[config.mk]
export PLATFORM = sky130hd
export DESIGN_NAME = decode_queue
export DESIGN_NICKNAME = d
export VERILOG_FILES = /design/src/rtl/decode_queue_pkg.sv /design/src/rtl/decode_queue_instr_decoder.sv /design/src/rtl/decode_queue.sv
export SDC_FILE = /design/constraint.sdc
export NUM_CORES = 1
export LEC_CHECK = 0
export BUFFER_PORTS_ARGS = -buffer_cell sky130_fd_sc_hd__buf_2
export CORE_MARGIN = 4
export CORE_UTILIZATION = 40
export DETAILED_ROUTE_END_ITERATION = 10
export SYNTH_ARGS = -nofsm -noshare
export SYNTH_HDL_FRONTEND = slang
export SYNTH_SLANG_ARGS = --single-unit
[constraint.sdc]
create_clock -name clk -period 7.3 [get_ports clk]
set_input_delay 1.095 -clock clk [delete_from_list [all_inputs] [get_ports clk]]
set_output_delay 1.095 -clock clk [all_outputs]
set_load 0.02 [all_outputs]
[src/rtl/decode_queue_pkg.sv]
// Shared types for the decode queue: opcode constants, decoded-field struct,
// instruction format enum and the stored entry layout.
package decode_queue_pkg;

    localparam int MAX_XLEN = 64;

    localparam logic [6:0] OPC_LOAD     = 7'b0000011;
    localparam logic [6:0] OPC_MISC_MEM = 7'b0001111;
    localparam logic [6:0] OPC_OP_IMM   = 7'b0010011;
    localparam logic [6:0] OPC_AUIPC    = 7'b0010111;
    localparam logic [6:0] OPC_STORE    = 7'b0100011;
    localparam logic [6:0] OPC_OP       = 7'b0110011;
    localparam logic [6:0] OPC_LUI      = 7'b0110111;
    localparam logic [6:0] OPC_BRANCH   = 7'b1100011;
    localparam logic [6:0] OPC_JALR     = 7'b1100111;
    localparam logic [6:0] OPC_JAL      = 7'b1101111;
    localparam logic [6:0] OPC_SYSTEM   = 7'b1110011;

    typedef enum logic [2:0] {
        instr_type_r,
        instr_type_i,
        instr_type_s,
        instr_type_sb,
        instr_type_u,
        instr_type_uj
    } instr_type_t;

    typedef struct packed {
        logic [6:0] opcode;
        logic [4:0] rd;
        logic [2:0] funct3;
        logic [4:0] rs1;
        logic [4:0] rs2;
        logic [6:0] funct7;
    } decoded_instr_t;

    // imm and pc are held at the widest supported XLEN; users slice them down.
    typedef struct packed {
        decoded_instr_t         dec;
        instr_type_t            itype;
        logic [MAX_XLEN-1:0]    imm;
        logic [MAX_XLEN-1:0]    pc;
        logic                   illegal;
    } decoded_entry_t;

endpackage

[src/rtl/decode_queue_instr_decoder.sv]
// Combinational RV32I/Zicsr/fence decoder: raw word in, queue entry out.
// Illegal encodings produce zeroed fields and I format.
module instr_decoder
    import decode_queue_pkg::*;
#(
    parameter int XLEN = 32
) (
    input  logic [31:0]     instr,
    input  logic [XLEN-1:0] pc,
    output decoded_entry_t  entry
);

    logic [6:0]  opcode;
    logic [2:0]  f3;
    logic [6:0]  f7;
    logic [31:0] imm32;
    instr_type_t itype;
    logic        illegal;

    assign opcode = instr[6:0];
    assign f3     = instr[14:12];
    assign f7     = instr[31:25];

    always_comb begin
        itype   = instr_type_i;
        imm32   = {{20{instr[31]}}, instr[31:20]};
        illegal = 1'b0;
        case (opcode)
            OPC_LOAD: illegal = (f3 == 3'b011) || (f3 == 3'b110) || (f3 == 3'b111);
            OPC_MISC_MEM: illegal = 1'b0;
            OPC_OP_IMM: begin
                if (f3 == 3'b001)
                    illegal = (f7 != 7'b0000000);
                else if (f3 == 3'b101)
                    illegal = (f7 != 7'b0000000) && (f7 != 7'b0100000);
            end
            OPC_AUIPC, OPC_LUI: begin
                itype = instr_type_u;
                imm32 = {instr[31:12], 12'b0};
            end
            OPC_STORE: begin
                itype   = instr_type_s;
                imm32   = {{20{instr[31]}}, instr[31:25], instr[11:7]};
                illegal = (f3 > 3'b010);
            end
            OPC_OP: begin
                itype   = instr_type_r;
                imm32   = '0;
                illegal = !((f7 == 7'b0000000) ||
                            ((f7 == 7'b0100000) && ((f3 == 3'b000) || (f3 == 3'b101))));
            end
            OPC_BRANCH: begin
                itype   = instr_type_sb;
                imm32   = {{19{instr[31]}}, instr[31], instr[7], instr[30:25], instr[11:8], 1'b0};
                illegal = (f3 == 3'b010) || (f3 == 3'b011);
            end
            OPC_JALR: illegal = (f3 != 3'b000);
            OPC_JAL: begin
                itype = instr_type_uj;
                imm32 = {{11{instr[31]}}, instr[31], instr[19:12], instr[20], instr[30:21], 1'b0};
            end
            OPC_SYSTEM: begin
                // Only ecall, ebreak and mret are accepted in the funct3=000 space.
                if (f3 == 3'b100)
                    illegal = 1'b1;
                else if (f3 == 3'b000)
                    illegal = !((instr == 32'h0000_0073) || (instr == 32'h0010_0073) ||
                                (instr == 32'h3020_0073));
            end
            default: illegal = 1'b1;
        endcase
        if (instr[1:0] != 2'b11)
            illegal = 1'b1;
    end

    always_comb begin
        entry         = '0;
        entry.pc      = MAX_XLEN'(pc);
        entry.illegal = illegal;
        entry.itype   = instr_type_i;
        if (!illegal) begin
            entry.dec.opcode = opcode;
            entry.dec.rd     = instr[11:7];
            entry.dec.funct3 = f3;
            entry.dec.rs1    = instr[19:15];
            entry.dec.rs2    = instr[24:20];
            entry.dec.funct7 = f7;
            entry.itype      = itype;
            entry.imm        = MAX_XLEN'($signed(imm32));
        end
    end

endmodule

[src/rtl/decode_queue.sv]
// Decoded-instruction FIFO: decodes on push, presents the head entry registered.
// Handshake: a transfer happens on a rising edge where valid & ready & !flush.
module decode_queue
    import decode_queue_pkg::*;
#(
    parameter int DEPTH = 4,
    parameter int XLEN  = 32
) (
    input  logic                     clk,
    input  logic                     rst_n,
    input  logic                     flush,
    input  logic                     in_valid,
    output logic                     in_ready,
    input  logic [31:0]              in_instr,
    input  logic [XLEN-1:0]          in_pc,
    output logic                     out_valid,
    input  logic                     out_ready,
    output decoded_instr_t           out_dec,
    output instr_type_t              out_type,
    output logic [XLEN-1:0]          out_imm,
    output logic [XLEN-1:0]          out_pc,
    output logic                     out_illegal,
    output logic [$clog2(DEPTH):0]   count
);

    localparam int PTR_W = $clog2(DEPTH);
    localparam int CNT_W = PTR_W + 1;

    logic [PTR_W-1:0] wr_ptr;
    logic [PTR_W-1:0] rd_ptr;
    logic [CNT_W-1:0] count_q;
    logic             push;
    logic             pop;
    decoded_entry_t   new_entry;
    decoded_entry_t   head;
    decoded_entry_t   mem [DEPTH];
    logic             unused_head;

    instr_decoder #(.XLEN(XLEN)) u_decoder (
        .instr (in_instr),
        .pc    (in_pc),
        .entry (new_entry)
    );

    assign in_ready  = (count_q < CNT_W'(DEPTH));
    assign out_valid = (count_q != '0);
    assign push      = in_valid & in_ready & ~flush;
    assign pop       = out_valid & out_ready & ~flush;
    assign count     = count_q;

    always_ff @(posedge clk or negedge rst_n) begin
        if (!rst_n) begin
            wr_ptr  <= '0;
            rd_ptr  <= '0;
            count_q <= '0;
        end else if (flush) begin
            wr_ptr  <= '0;
            rd_ptr  <= '0;
            count_q <= '0;
        end else begin
            if (push)
                wr_ptr <= wr_ptr + 1'b1;
            if (pop)
                rd_ptr <= rd_ptr + 1'b1;
            case ({push, pop})
                2'b10:   count_q <= count_q + 1'b1;
                2'b01:   count_q <= count_q - 1'b1;
                default: count_q <= count_q;
            endcase
        end
    end

    // Payload storage carries no reset; out_valid qualifies it.
    always_ff @(posedge clk) begin
        if (push)
            mem[wr_ptr] <= new_entry;
    end

    assign head        = mem[rd_ptr];
    assign out_dec     = head.dec;
    assign out_type    = head.itype;
    assign out_imm     = head.imm[XLEN-1:0];
    assign out_pc      = head.pc[XLEN-1:0];
    assign out_illegal = head.illegal;
    assign unused_head = ^{head.imm, head.pc};

endmodule
==> run_summary.xml, run 1 <==
<?xml version="1.0" encoding="UTF-8"?>
<metrics>
  <group name="floorplan">
    <metric name="fp-row-count" unit="">73</metric>
    <metric name="fp.coreArea" unit="um2">39800</metric>
    <metric name="design.die.area" unit="um2">43600</metric>
    <metric name="start_util" unit="%">40.5</metric>
    <metric name="die_span_y" unit="um">209</metric>
    <metric name="fp.dieW" unit="um">209</metric>
    <metric name="design.portCount" unit="">174</metric>
  </group>
  <group name="critical_path">
    <metric name="slowest_stage" unit="">sky130_fd_sc_hd__dfrtp_4</metric>
    <metric name="cp-start-kind" unit="">flop</metric>
    <metric name="crit_path_cell_trace" unit="">buf_4, mux4_2, buf_2</metric>
    <metric name="timing.setup.critical_path_class" unit="">reg2out</metric>
    <metric name="timing.critical_path.arrival" unit="ns">3.00</metric>
    <metric name="critPathCaptureType" unit="">primary output</metric>
    <metric name="critPathRequiredTime" unit="ns">6.20</metric>
    <metric name="max_stage_delay" unit="ns">1.03</metric>
    <metric name="critical_path.max_fanout" unit="">56</metric>
  </group>
  <group name="global_routing">
    <metric name="grt_start_max_net_pins" unit="">93</metric>
    <metric name="gr-total-overflow" unit="">0</metric>
    <metric name="groute.usage.overall" unit="%">15.9</metric>
    <metric name="grt_antenna_before_repair" unit="">6</metric>
    <metric name="gr-usage-met1" unit="%">21.7</metric>
    <metric name="globalRoute.busiestLayer" unit="">met2</metric>
    <metric name="vias_in_the_first_global_route" unit="">8356</metric>
    <metric name="grt.met3_usage" unit="%">5.03</metric>
    <metric name="grtUsageMet2" unit="%">25.4</metric>
    <metric name="grt_pass1_wl" unit="um">52900</metric>
  </group>
  <group name="synth">
    <metric name="synth_enable_flop_cells" unit="">400</metric>
    <metric name="instance_count_of_the_mapped_netlist" unit="">756</metric>
    <metric name="post_synth_main_area_contributors" unit="">sky130_fd_sc_hd__edfxtp_1, sky130_fd_sc_hd__mux4_2, sky130_fd_sc_hd__nor3b_2, sky130_fd_sc_hd__nor3_2, sky130_fd_sc_hd__dfrtp_1</metric>
    <metric name="ffs_w_async_s_r_synth" unit="%">1.72</metric>
    <metric name="netlist.top_cell.by_area" unit="">sky130_fd_sc_hd__edfxtp_1</metric>
    <metric name="synth_ff_type" unit="">sky130_fd_sc_hd__edfxtp_1</metric>
    <metric name="syn-num-nets" unit="">830</metric>
    <metric name="distinct_cells_synth" unit="">48</metric>
    <metric name="seq_area_frac_synth" unit="%">75.6</metric>
    <metric name="synth_top_area_share" unit="%">74.5</metric>
    <metric name="yosys_synthesis_warning_count" unit="">0</metric>
    <metric name="synth.avg_cell_area" unit="um2">21.3</metric>
    <metric name="synth_area" unit="um2">16100</metric>
    <metric name="yosys_register_bits" unit="">407</metric>
  </group>
  <group name="drt">
    <metric name="drt_pass1_iterations" unit="">5</metric>
    <metric name="final_antenna_net_count" unit="">0</metric>
    <metric name="route.final.wire_length" unit="um">34900</metric>
    <metric name="drt_drc_violations_left" unit="">0</metric>
    <metric name="viasPerCell" unit="">5.34</metric>
    <metric name="first_iter_violations" unit="">503</metric>
    <metric name="vias" unit="">7962</metric>
    <metric name="wire_per_inst" unit="um">23.4</metric>
  </group>
  <group name="power_and_ir_drop">
    <metric name="portion_of_total_power_attributed_to_the_clock_network" unit="%">32.5</metric>
    <metric name="power_per_cell_area" unit="nW/um2">333</metric>
    <metric name="finalPower" unit="mW">6.26</metric>
    <metric name="sw_power" unit="mW">1.77</metric>
    <metric name="internal_power" unit="mW">4.49</metric>
    <metric name="ir_drop" unit="mV">0.232</metric>
    <metric name="power_frac_comb" unit="%">23.0</metric>
    <metric name="power.leakage" unit="nW">6.19</metric>
    <metric name="swShare" unit="%">28.2</metric>
    <metric name="p_seq_share" unit="%">44.5</metric>
  </group>
  <group name="sta">
    <metric name="worst_tran_pin_value" unit="ns">1.07</metric>
    <metric name="timing.final.crit_period" unit="ns">4.10</metric>
    <metric name="finalHoldViolCount" unit="">0</metric>
    <metric name="max_freq" unit="MHz">244</metric>
    <metric name="timing.final.crit_share" unit="%">56.1</metric>
    <metric name="timing.hold.ws" unit="ns">0.384</metric>
    <metric name="rsz0062_at_grt" unit="">false</metric>
    <metric name="report.final.slew_viol_count" unit="">0</metric>
    <metric name="slew_headroom" unit="%">28.7</metric>
    <metric name="timing.final.setup_violations" unit="">0</metric>
    <metric name="setup-tns-final" unit="ns">0</metric>
    <metric name="fin_worst_skew" unit="ns">0.0183</metric>
  </group>
  <group name="finish">
    <metric name="n_fill_cell" unit="">3412</metric>
    <metric name="area.growth.synth_to_final" unit="%">16.7</metric>
    <metric name="layout.cells.non_filler" unit="">1491</metric>
    <metric name="fraction_of_final_layout_cells_with_drive_strength_greater_than_1" unit="%">40.8</metric>
    <metric name="finish.net_count" unit="">1007</metric>
  </group>
  <group name="placed_design">
    <metric name="placedCellCount" unit="">1413</metric>
    <metric name="io_buffer_count" unit="">173</metric>
    <metric name="gp_congestion" unit="">0.791</metric>
    <metric name="dp.final_hpwl" unit="um">21000</metric>
  </group>
  <group name="min_path">
    <metric name="hold_class" unit="">in2async</metric>
  </group>
  <group name="clock_tree">
    <metric name="post_cts_buffers" unit="">0</metric>
    <metric name="cts_tree" unit="">done</metric>
    <metric name="cts_sinks" unit="">407</metric>
    <metric name="clockRootBuffer" unit="">sky130_fd_sc_hd__clkbuf_16</metric>
    <metric name="htreeDepth" unit="">2</metric>
    <metric name="clock_latency_of_the_later_clocked_register_in_the_worst_skew_pair" unit="ns">0.55</metric>
    <metric name="postCtsResizedCells" unit="">0</metric>
    <metric name="cts-buffers-inserted" unit="">43</metric>
    <metric name="path_clk_slew" unit="ns">0.06</metric>
    <metric name="cts-root-to-sink-buffers" unit="">3</metric>
    <metric name="post_cts_hold_buffer_count" unit="">0</metric>
  </group>
  <group name="run">
    <metric name="cap_viol_max_count" unit="">0</metric>
  </group>
  <group name="outcome">
    <metric name="outcome" unit="">completed</metric>
  </group>
</metrics>
==> power by group through the flow <==
stage | Combinational, mW | Clock [mW] | Sequential (mW)
floorplan | 1.03 | 0 | 2.80
global placement | 1.48 | 0 | 2.83
detailed placement | 1.49 | 0 | 2.84
CTS | 1.49 | 2.09 | 2.79
global route | 1.55 | 2.21 | 2.80
finish | 1.44 | 2.04 | 2.78
==> kinds of logic after synthesis <==
family                     share of synthesized area, %
buffers and inverters                              1.57
AOI/OAI and AO/OA                                  1.69
xor gates and xnor gates                          0.326
muxes                                              14.1
adders and majority gates                         0.434
DFF                                                75.6
and+or+nand+nor                                    6.33
==> per-layer routing <==
metal	up-vias	share of wire (%)
met5	-	0.14
met4	10	1.5
met3	54	8.2
met2	250	49
met1	4142	42
li1	3506	-
==> synth_stat cells (7+ instances only) <==
cell type / number
sky130_fd_sc_hd__nand2_1: 14
sky130_fd_sc_hd__dfrtp_1: 7
sky130_fd_sc_hd__edfxtp_1: 400
sky130_fd_sc_hd__inv_1: 7
sky130_fd_sc_hd__mux4_2: 100
sky130_fd_sc_hd__a21oi_1: 24
sky130_fd_sc_hd__buf_1: 16
sky130_fd_sc_hd__nor3_2: 22
sky130_fd_sc_hd__nand3_1: 8
sky130_fd_sc_hd__clkbuf_1: 21
sky130_fd_sc_hd__nor3b_2: 24
sky130_fd_sc_hd__nor3_1: 14
sky130_fd_sc_hd__nor2_1: 17
==> stage by stage <==
stage	utilization (%)	instance area, um2	worst slack [ns]
final	47.2	18800	3.20
after global routing	47.2	18800	3.07
after floorplan	-	16100	2.85
after detailed placement	44.0	17500	3.35
after CTS	47.2	18800	3.10
after global placement	44.0	17500	3.44
==> worst max-delay path: cells and delay by family, from the launching register on <==
family | cells | cell delay [ns]
flip-flops | 1 | 1.03
multiplexers | 1 | 0.47
buffers and inverters | 2 | 0.89
==> area by class of cell <==
type | count | area, um2 | area share, %
well taps | 525 | 657 | 3.49
inverters | 7 | 26.3 | 0.140
multi-input cells | 295 | 3710 | 19.7
clock buffers | 51 | 1110 | 5.88
flip-flops and latches | 407 | 12200 | 64.8
clock inverters | 26 | 200 | 1.06
diodes | 1 | 2.50 | 0.0133
repair buffers | 179 | 923 | 4.91
==> cells in the final DEF (no fill, tap or decap), types with 5 or more instances in the layout <==
master                      instances
sky130_fd_sc_hd__dfrtp_1            5
sky130_fd_sc_hd__a22oi_1            5
sky130_fd_sc_hd__clkbuf_16         43
sky130_fd_sc_hd__nor3_1            14
sky130_fd_sc_hd__clkbuf_1           8
sky130_fd_sc_hd__a21oi_1           24
sky130_fd_sc_hd__buf_2            173
sky130_fd_sc_hd__nor4_1             6
sky130_fd_sc_hd__edfxtp_1         400
sky130_fd_sc_hd__nor3b_2           24
sky130_fd_sc_hd__nor3_2            22
sky130_fd_sc_hd__clkinv_2           7
sky130_fd_sc_hd__buf_4              5
sky130_fd_sc_hd__mux4_2           100
sky130_fd_sc_hd__inv_1              7
sky130_fd_sc_hd__clkinv_1          13
sky130_fd_sc_hd__nand2_1           13
sky130_fd_sc_hd__nand3_1            8
sky130_fd_sc_hd__nor2_1            17
==> registers in the layout, indices dropped and copies added, names as in the netlist <==
signal  cells
rd_ptr      2
wr_ptr      2
mem       400
count       3
==> final timing paths <==
check	startpoint	endpoint	slack [ns]	depth (start not counted)
hold / removal	rst_n	count[0]	0.38	1
min in group clk	wr_ptr[0]	wr_ptr[0]	0.62	2
setup / recovery	rd_ptr[1]	out_imm[11]	3.20	3
hold reg to reg	wr_ptr[0]	wr_ptr[0]	0.62	2
max in group asynchronous	rst_n	rd_ptr[0]	6.73	1
setup reg to reg	count[2]	mem[3][120]	4.22	4
No activity file was read; power rests on OpenSTA's default activity.
==> run 2: changes to the inputs <==
==> constraint.sdc (replaced) <==
create_clock -name clk -period 3.91 [get_ports clk]
set_input_delay 0.5865 -clock clk [delete_from_list [all_inputs] [get_ports clk]]
set_output_delay 0.5865 -clock clk [all_outputs]
set_load 0.02 [all_outputs]
==> run_summary.xml, run 2 (same netlist as run 1, synthesis figures left out) <==
<?xml version="1.0" encoding="UTF-8"?>
<metrics>
  <group name="global_routing">
    <metric name="vias_in_the_first_global_route" unit="">8306</metric>
    <metric name="groute.usage.overall" unit="%">16.8</metric>
    <metric name="grt_pass1_wl" unit="um">55500</metric>
    <metric name="grt_antenna_before_repair" unit="">6</metric>
    <metric name="grt_start_max_net_pins" unit="">49</metric>
    <metric name="gr-total-overflow" unit="">0</metric>
  </group>
  <group name="finish">
    <metric name="mostFrequentLayoutCells" unit="">sky130_fd_sc_hd__edfxtp_1, sky130_fd_sc_hd__buf_2, sky130_fd_sc_hd__mux4_2</metric>
    <metric name="largest_register_ffs" unit="">400</metric>
    <metric name="area.growth.synth_to_final" unit="%">17.9</metric>
    <metric name="layout.cells.non_filler" unit="">1507</metric>
    <metric name="stdcell_area" unit="um2">19000</metric>
    <metric name="fraction_of_final_layout_cells_with_drive_strength_greater_than_1" unit="%">41.8</metric>
    <metric name="most_common_library_cell_in_the_layout_ignoring_fill_and_taps" unit="">sky130_fd_sc_hd__edfxtp_1</metric>
    <metric name="n_fill_cell" unit="">3382</metric>
    <metric name="top_register" unit="">mem</metric>
    <metric name="finish.net_count" unit="">1022</metric>
  </group>
  <group name="sta">
    <metric name="fin_worst_skew" unit="ns">0.0184</metric>
    <metric name="worst_slack" unit="ns">0.789</metric>
    <metric name="report.final.slew_viol_count" unit="">0</metric>
    <metric name="timing.final.setup_violations" unit="">0</metric>
    <metric name="finalHoldViolCount" unit="">0</metric>
    <metric name="rsz0062_at_grt" unit="">false</metric>
    <metric name="timing.final.crit_share" unit="%">79.8</metric>
    <metric name="timing.final.crit_period" unit="ns">3.12</metric>
    <metric name="max_freq" unit="MHz">320</metric>
    <metric name="timing.hold.ws" unit="ns">0.248</metric>
    <metric name="setup-tns-final" unit="ns">0</metric>
    <metric name="worst_tran_pin_value" unit="ns">0.824</metric>
    <metric name="slew_headroom" unit="%">45.0</metric>
  </group>
  <group name="drt">
    <metric name="drt_pass1_iterations" unit="">5</metric>
    <metric name="drt_drc_violations_left" unit="">0</metric>
    <metric name="first_iter_violations" unit="">542</metric>
    <metric name="route.final.wire_length" unit="um">36600</metric>
    <metric name="wire_per_inst" unit="um">24.3</metric>
    <metric name="vias" unit="">8145</metric>
    <metric name="viasPerCell" unit="">5.40</metric>
    <metric name="final_antenna_net_count" unit="">0</metric>
  </group>
  <group name="clock_tree">
    <metric name="cts-buffers-inserted" unit="">43</metric>
    <metric name="clock_latency_of_the_later_clocked_register_in_the_worst_skew_pair" unit="ns">0.56</metric>
    <metric name="cts-root-to-sink-buffers" unit="">3</metric>
    <metric name="cts_sinks" unit="">407</metric>
    <metric name="htreeDepth" unit="">2</metric>
    <metric name="clockRootBuffer" unit="">sky130_fd_sc_hd__clkbuf_16</metric>
    <metric name="cts_tree" unit="">done</metric>
    <metric name="path_clk_slew" unit="ns">0.06</metric>
    <metric name="post_cts_buffers" unit="">0</metric>
  </group>
  <group name="critical_path">
    <metric name="critPathRequiredTime" unit="ns">3.32</metric>
    <metric name="timing.setup.critical_path_class" unit="">reg2out</metric>
    <metric name="critPathCaptureType" unit="">primary output</metric>
    <metric name="critical_path.max_fanout" unit="">36</metric>
    <metric name="timing.critical_path.arrival" unit="ns">2.53</metric>
    <metric name="cp-start-kind" unit="">flop</metric>
  </group>
  <group name="placed_design">
    <metric name="placed_area" unit="um2">17700</metric>
    <metric name="dp.final_hpwl" unit="um">23300</metric>
    <metric name="placedCellCount" unit="">1427</metric>
    <metric name="gp_congestion" unit="">0.761</metric>
    <metric name="place_worst_setup_slack" unit="ns">0.604</metric>
    <metric name="io_buffer_count" unit="">173</metric>
  </group>
  <group name="floorplan">
    <metric name="design.die.area" unit="um2">43600</metric>
    <metric name="fp.dieW" unit="um">209</metric>
    <metric name="design.portCount" unit="">174</metric>
    <metric name="fp-row-count" unit="">73</metric>
    <metric name="die_span_y" unit="um">209</metric>
    <metric name="start_util" unit="%">40.5</metric>
    <metric name="fp.coreArea" unit="um2">39800</metric>
  </group>
  <group name="outcome">
    <metric name="outcome" unit="">completed</metric>
  </group>
  <group name="power_and_ir_drop">
    <metric name="power_per_cell_area" unit="nW/um2">616</metric>
    <metric name="power.leakage" unit="nW">6.28</metric>
    <metric name="ir_drop" unit="mV">0.412</metric>
  </group>
  <group name="run">
    <metric name="cap_viol_max_count" unit="">0</metric>
  </group>
  <group name="min_path">
    <metric name="hold_class" unit="">in2reg</metric>
  </group>
</metrics>
-- run 2: final cells by class --
cell class	instances	area [um2]	area share (%)
antenna	3	7.51	0.0395
clock buffer	49	1100	5.78
clock inverter	27	183	0.961
inverter	7	26.3	0.138
multi-input combinational	295	3710	19.5
sequential	407	12200	64.1
tap	525	657	3.46
timing repair buffer	194	1140	5.99
-- run 2: worst paths after layout --
path / start / endpoint / cells past startpoint / slack, ns
max: rd_ptr[0] / out_dec[2] / 3 / 0.79
min: in_pc[31] / mem[1][32] / 1 / 0.25
max reg2reg: count[2] / mem[1][26] / 4 / 1.37
min reg2reg: count[1] / count[1] / 2 / 0.61
max in group asynchronous: rst_n / rd_ptr[1] / 2 / 3.28
min in group asynchronous: rst_n / count[0] / 2 / 0.42
-- run 2: metal layers --
metal  up-vias  track usage (%)  routed length [um]
met5         -                0                  46
met4         8             4.82                 840
met3        59             4.56                2740
met2       261             26.7               17600
met1      4258             23.0               15400
li1       3559                -                   -
-- run 2: repair_timing --
item,CTS,global route
gates resized for setup,0,0
hold buffers,1,0
hold endpoints to repair,7,0
-- run 2: worst max-delay path, cell delays in order (launching register included) --
cell and delay (ns):
sky130_fd_sc_hd__dfrtp_4 0.78, sky130_fd_sc_hd__buf_12 0.36, sky130_fd_sc_hd__mux4_2 0.62, sky130_fd_sc_hd__buf_2 0.19
-- run 2: report_power, final --
part           internal [mW]  switching (mW)
Combinational           1.17            1.59
Clock                   2.14            1.60
Sequential              5.05           0.167
-- run 2: through the flow --
stage | power, mW | utilization (%)
floorplan | 7.15 | -
global placement | 8.14 | 44.5
detailed placement | 8.16 | 44.5
CTS | 11.9 | 47.7
global route | 12.3 | 47.7
finish | 11.7 | 47.7
==> run 3: changes to the inputs <==
==> constraint.sdc (replaced) <==
create_clock -name clk -period 3.1 [get_ports clk]
set_input_delay 0.465 -clock clk [delete_from_list [all_inputs] [get_ports clk]]
set_output_delay 0.465 -clock clk [all_outputs]
set_load 0.02 [all_outputs]
==> run_summary.xml, run 3 (same netlist as run 1, synthesis figures left out) <==
<?xml version="1.0" encoding="UTF-8"?>
<metrics>
  <group name="finish">
    <metric name="multi_input_area" unit="um2">3710</metric>
    <metric name="largest_register_ffs" unit="">400</metric>
    <metric name="mostFrequentLayoutCells" unit="">sky130_fd_sc_hd__edfxtp_1, sky130_fd_sc_hd__buf_2, sky130_fd_sc_hd__mux4_2</metric>
    <metric name="area.sequential" unit="um2">12200</metric>
    <metric name="area.growth.synth_to_final" unit="%">20.1</metric>
    <metric name="top_register" unit="">mem</metric>
    <metric name="finalCoreUtilization" unit="%">48.6</metric>
    <metric name="fraction_of_final_layout_cells_with_drive_strength_greater_than_1" unit="%">42.7</metric>
    <metric name="n_fill_cell" unit="">3375</metric>
    <metric name="most_common_library_cell_in_the_layout_ignoring_fill_and_taps" unit="">sky130_fd_sc_hd__edfxtp_1</metric>
    <metric name="stdcell_area" unit="um2">19400</metric>
    <metric name="finish.net_count" unit="">1034</metric>
  </group>
  <group name="placed_design">
    <metric name="place_worst_setup_slack" unit="ns">0.187</metric>
    <metric name="io_buffer_count" unit="">173</metric>
    <metric name="gp_congestion" unit="">0.804</metric>
    <metric name="dp.final_hpwl" unit="um">22500</metric>
    <metric name="placed_area" unit="um2">17900</metric>
  </group>
  <group name="global_routing">
    <metric name="grt_start_max_net_pins" unit="">71</metric>
    <metric name="vias_in_the_first_global_route" unit="">8373</metric>
    <metric name="grt_antenna_before_repair" unit="">8</metric>
    <metric name="gr-total-overflow" unit="">0</metric>
    <metric name="grt_pass1_wl" unit="um">54400</metric>
    <metric name="groute.usage.overall" unit="%">16.4</metric>
  </group>
  <group name="outcome">
    <metric name="outcome" unit="">completed</metric>
  </group>
  <group name="sta">
    <metric name="setup-tns-final" unit="ns">0</metric>
    <metric name="slew_headroom" unit="%">63.5</metric>
    <metric name="rsz0062_at_grt" unit="">false</metric>
    <metric name="timing.final.crit_share" unit="%">89.6</metric>
    <metric name="timing.final.setup_violations" unit="">0</metric>
    <metric name="finalHoldViolCount" unit="">0</metric>
    <metric name="worst_slack" unit="ns">0.321</metric>
    <metric name="fin_worst_skew" unit="ns">0.00946</metric>
    <metric name="timing.final.crit_period" unit="ns">2.78</metric>
    <metric name="worst_tran_pin_value" unit="ns">0.547</metric>
    <metric name="max_freq" unit="MHz">360</metric>
    <metric name="report.final.slew_viol_count" unit="">0</metric>
  </group>
  <group name="floorplan">
    <metric name="fp-row-count" unit="">73</metric>
    <metric name="design.die.area" unit="um2">43600</metric>
    <metric name="design.portCount" unit="">174</metric>
    <metric name="fp.coreArea" unit="um2">39800</metric>
    <metric name="start_util" unit="%">40.5</metric>
    <metric name="fp.dieW" unit="um">209</metric>
    <metric name="die_span_y" unit="um">209</metric>
  </group>
  <group name="drt">
    <metric name="drt_drc_violations_left" unit="">0</metric>
    <metric name="vias" unit="">8202</metric>
    <metric name="final_antenna_net_count" unit="">0</metric>
    <metric name="drt_pass1_iterations" unit="">4</metric>
    <metric name="wire_per_inst" unit="um">23.9</metric>
    <metric name="route.final.wire_length" unit="um">36300</metric>
    <metric name="first_iter_violations" unit="">559</metric>
    <metric name="viasPerCell" unit="">5.41</metric>
  </group>
  <group name="clock_tree">
    <metric name="path_clk_slew" unit="ns">0.06</metric>
    <metric name="htreeDepth" unit="">2</metric>
    <metric name="postCtsResizedCells" unit="">0</metric>
    <metric name="clockRootBuffer" unit="">sky130_fd_sc_hd__clkbuf_16</metric>
    <metric name="post_cts_hold_buffer_count" unit="">1</metric>
    <metric name="clock_latency_of_the_later_clocked_register_in_the_worst_skew_pair" unit="ns">0.55</metric>
    <metric name="cts-root-to-sink-buffers" unit="">3</metric>
    <metric name="cts_tree" unit="">done</metric>
    <metric name="cts-buffers-inserted" unit="">45</metric>
    <metric name="cts_sinks" unit="">407</metric>
    <metric name="post_cts_buffers" unit="">0</metric>
  </group>
  <group name="run">
    <metric name="cap_viol_max_count" unit="">0</metric>
  </group>
  <group name="critical_path">
    <metric name="cp-start-kind" unit="">flop</metric>
    <metric name="max_stage_delay" unit="ns">0.64</metric>
    <metric name="cp_top_family" unit="">multiplexers</metric>
    <metric name="critPathRequiredTime" unit="ns">2.63</metric>
    <metric name="crit_path_cell_trace" unit="">buf_12, mux4_2, buf_2</metric>
    <metric name="slowest_stage" unit="">sky130_fd_sc_hd__mux4_2</metric>
    <metric name="cp_num_buf_inv" unit="">2</metric>
    <metric name="critical_path.max_fanout" unit="">60</metric>
    <metric name="timing.setup.critical_path_class" unit="">reg2out</metric>
    <metric name="timing.critical_path.arrival" unit="ns">2.31</metric>
    <metric name="critPathCaptureType" unit="">primary output</metric>
  </group>
  <group name="power_and_ir_drop">
    <metric name="ir_drop" unit="mV">0.496</metric>
    <metric name="power_per_cell_area" unit="nW/um2">797</metric>
    <metric name="finalPower" unit="mW">15.4</metric>
    <metric name="power.leakage" unit="nW">6.44</metric>
  </group>
  <group name="min_path">
    <metric name="hold_class" unit="">in2reg</metric>
  </group>
</metrics>
## run 3: path summary, 6_finish.rpt
| path | depth (start not counted) | start | slack [ns] | endpoint |
|---|---|---|---|---|
| max | 3 | rd_ptr[0] | 0.32 | out_dec[2] |
| max in group asynchronous | 2 | rst_n | 2.62 | rd_ptr[0] |
| min reg2reg | 2 | wr_ptr[0] | 0.62 | wr_ptr[0] |
| min | 1 | in_pc[13] | 0.13 | mem[0][14] |
| max reg2reg | 7 | count[2] | 0.97 | count[2] |
| min in group asynchronous | 2 | rst_n | 0.30 | count[1] |
## run 3: report_power, final
| group | switching, mW | total, mW | internal (mW) |
|---|---|---|---|
| logic | 2.11 | 3.60 | 1.49 |
| clock network | 2.03 | 5.35 | 3.32 |
| registers | 0.0957 | 6.47 | 6.38 |
| total | 4.24 | 15.4 | 11.2 |
## run 3: layout make-up
class                      count  share of cell area [%]
clock inverter                22                    1.47
inverter                       7                   0.136
sequential                   407                    63.0
clock buffer                  53                    6.19
timing repair buffer         204                    6.66
tap                          525                    3.39
antenna                        3                  0.0388
multi-input combinational    295                    19.1
## run 3: per-layer routing
metal	up-vias	track usage, %	part of all wire (%)
li1	3571	-	-
met3	53	4.55	7.2
met1	4300	23.0	43
met5	-	0	0.18
met4	8	5.04	2.1
met2	270	25.5	48
## run 3: metrics by stage
stage                     std cells  hold slack [ns]
after floorplan                 756            0.169
after global placement         1437            0.310
after detailed placement       1437            0.316
after CTS                      1513           0.0866
after global routing           1514            0.105
final                          1516            0.130
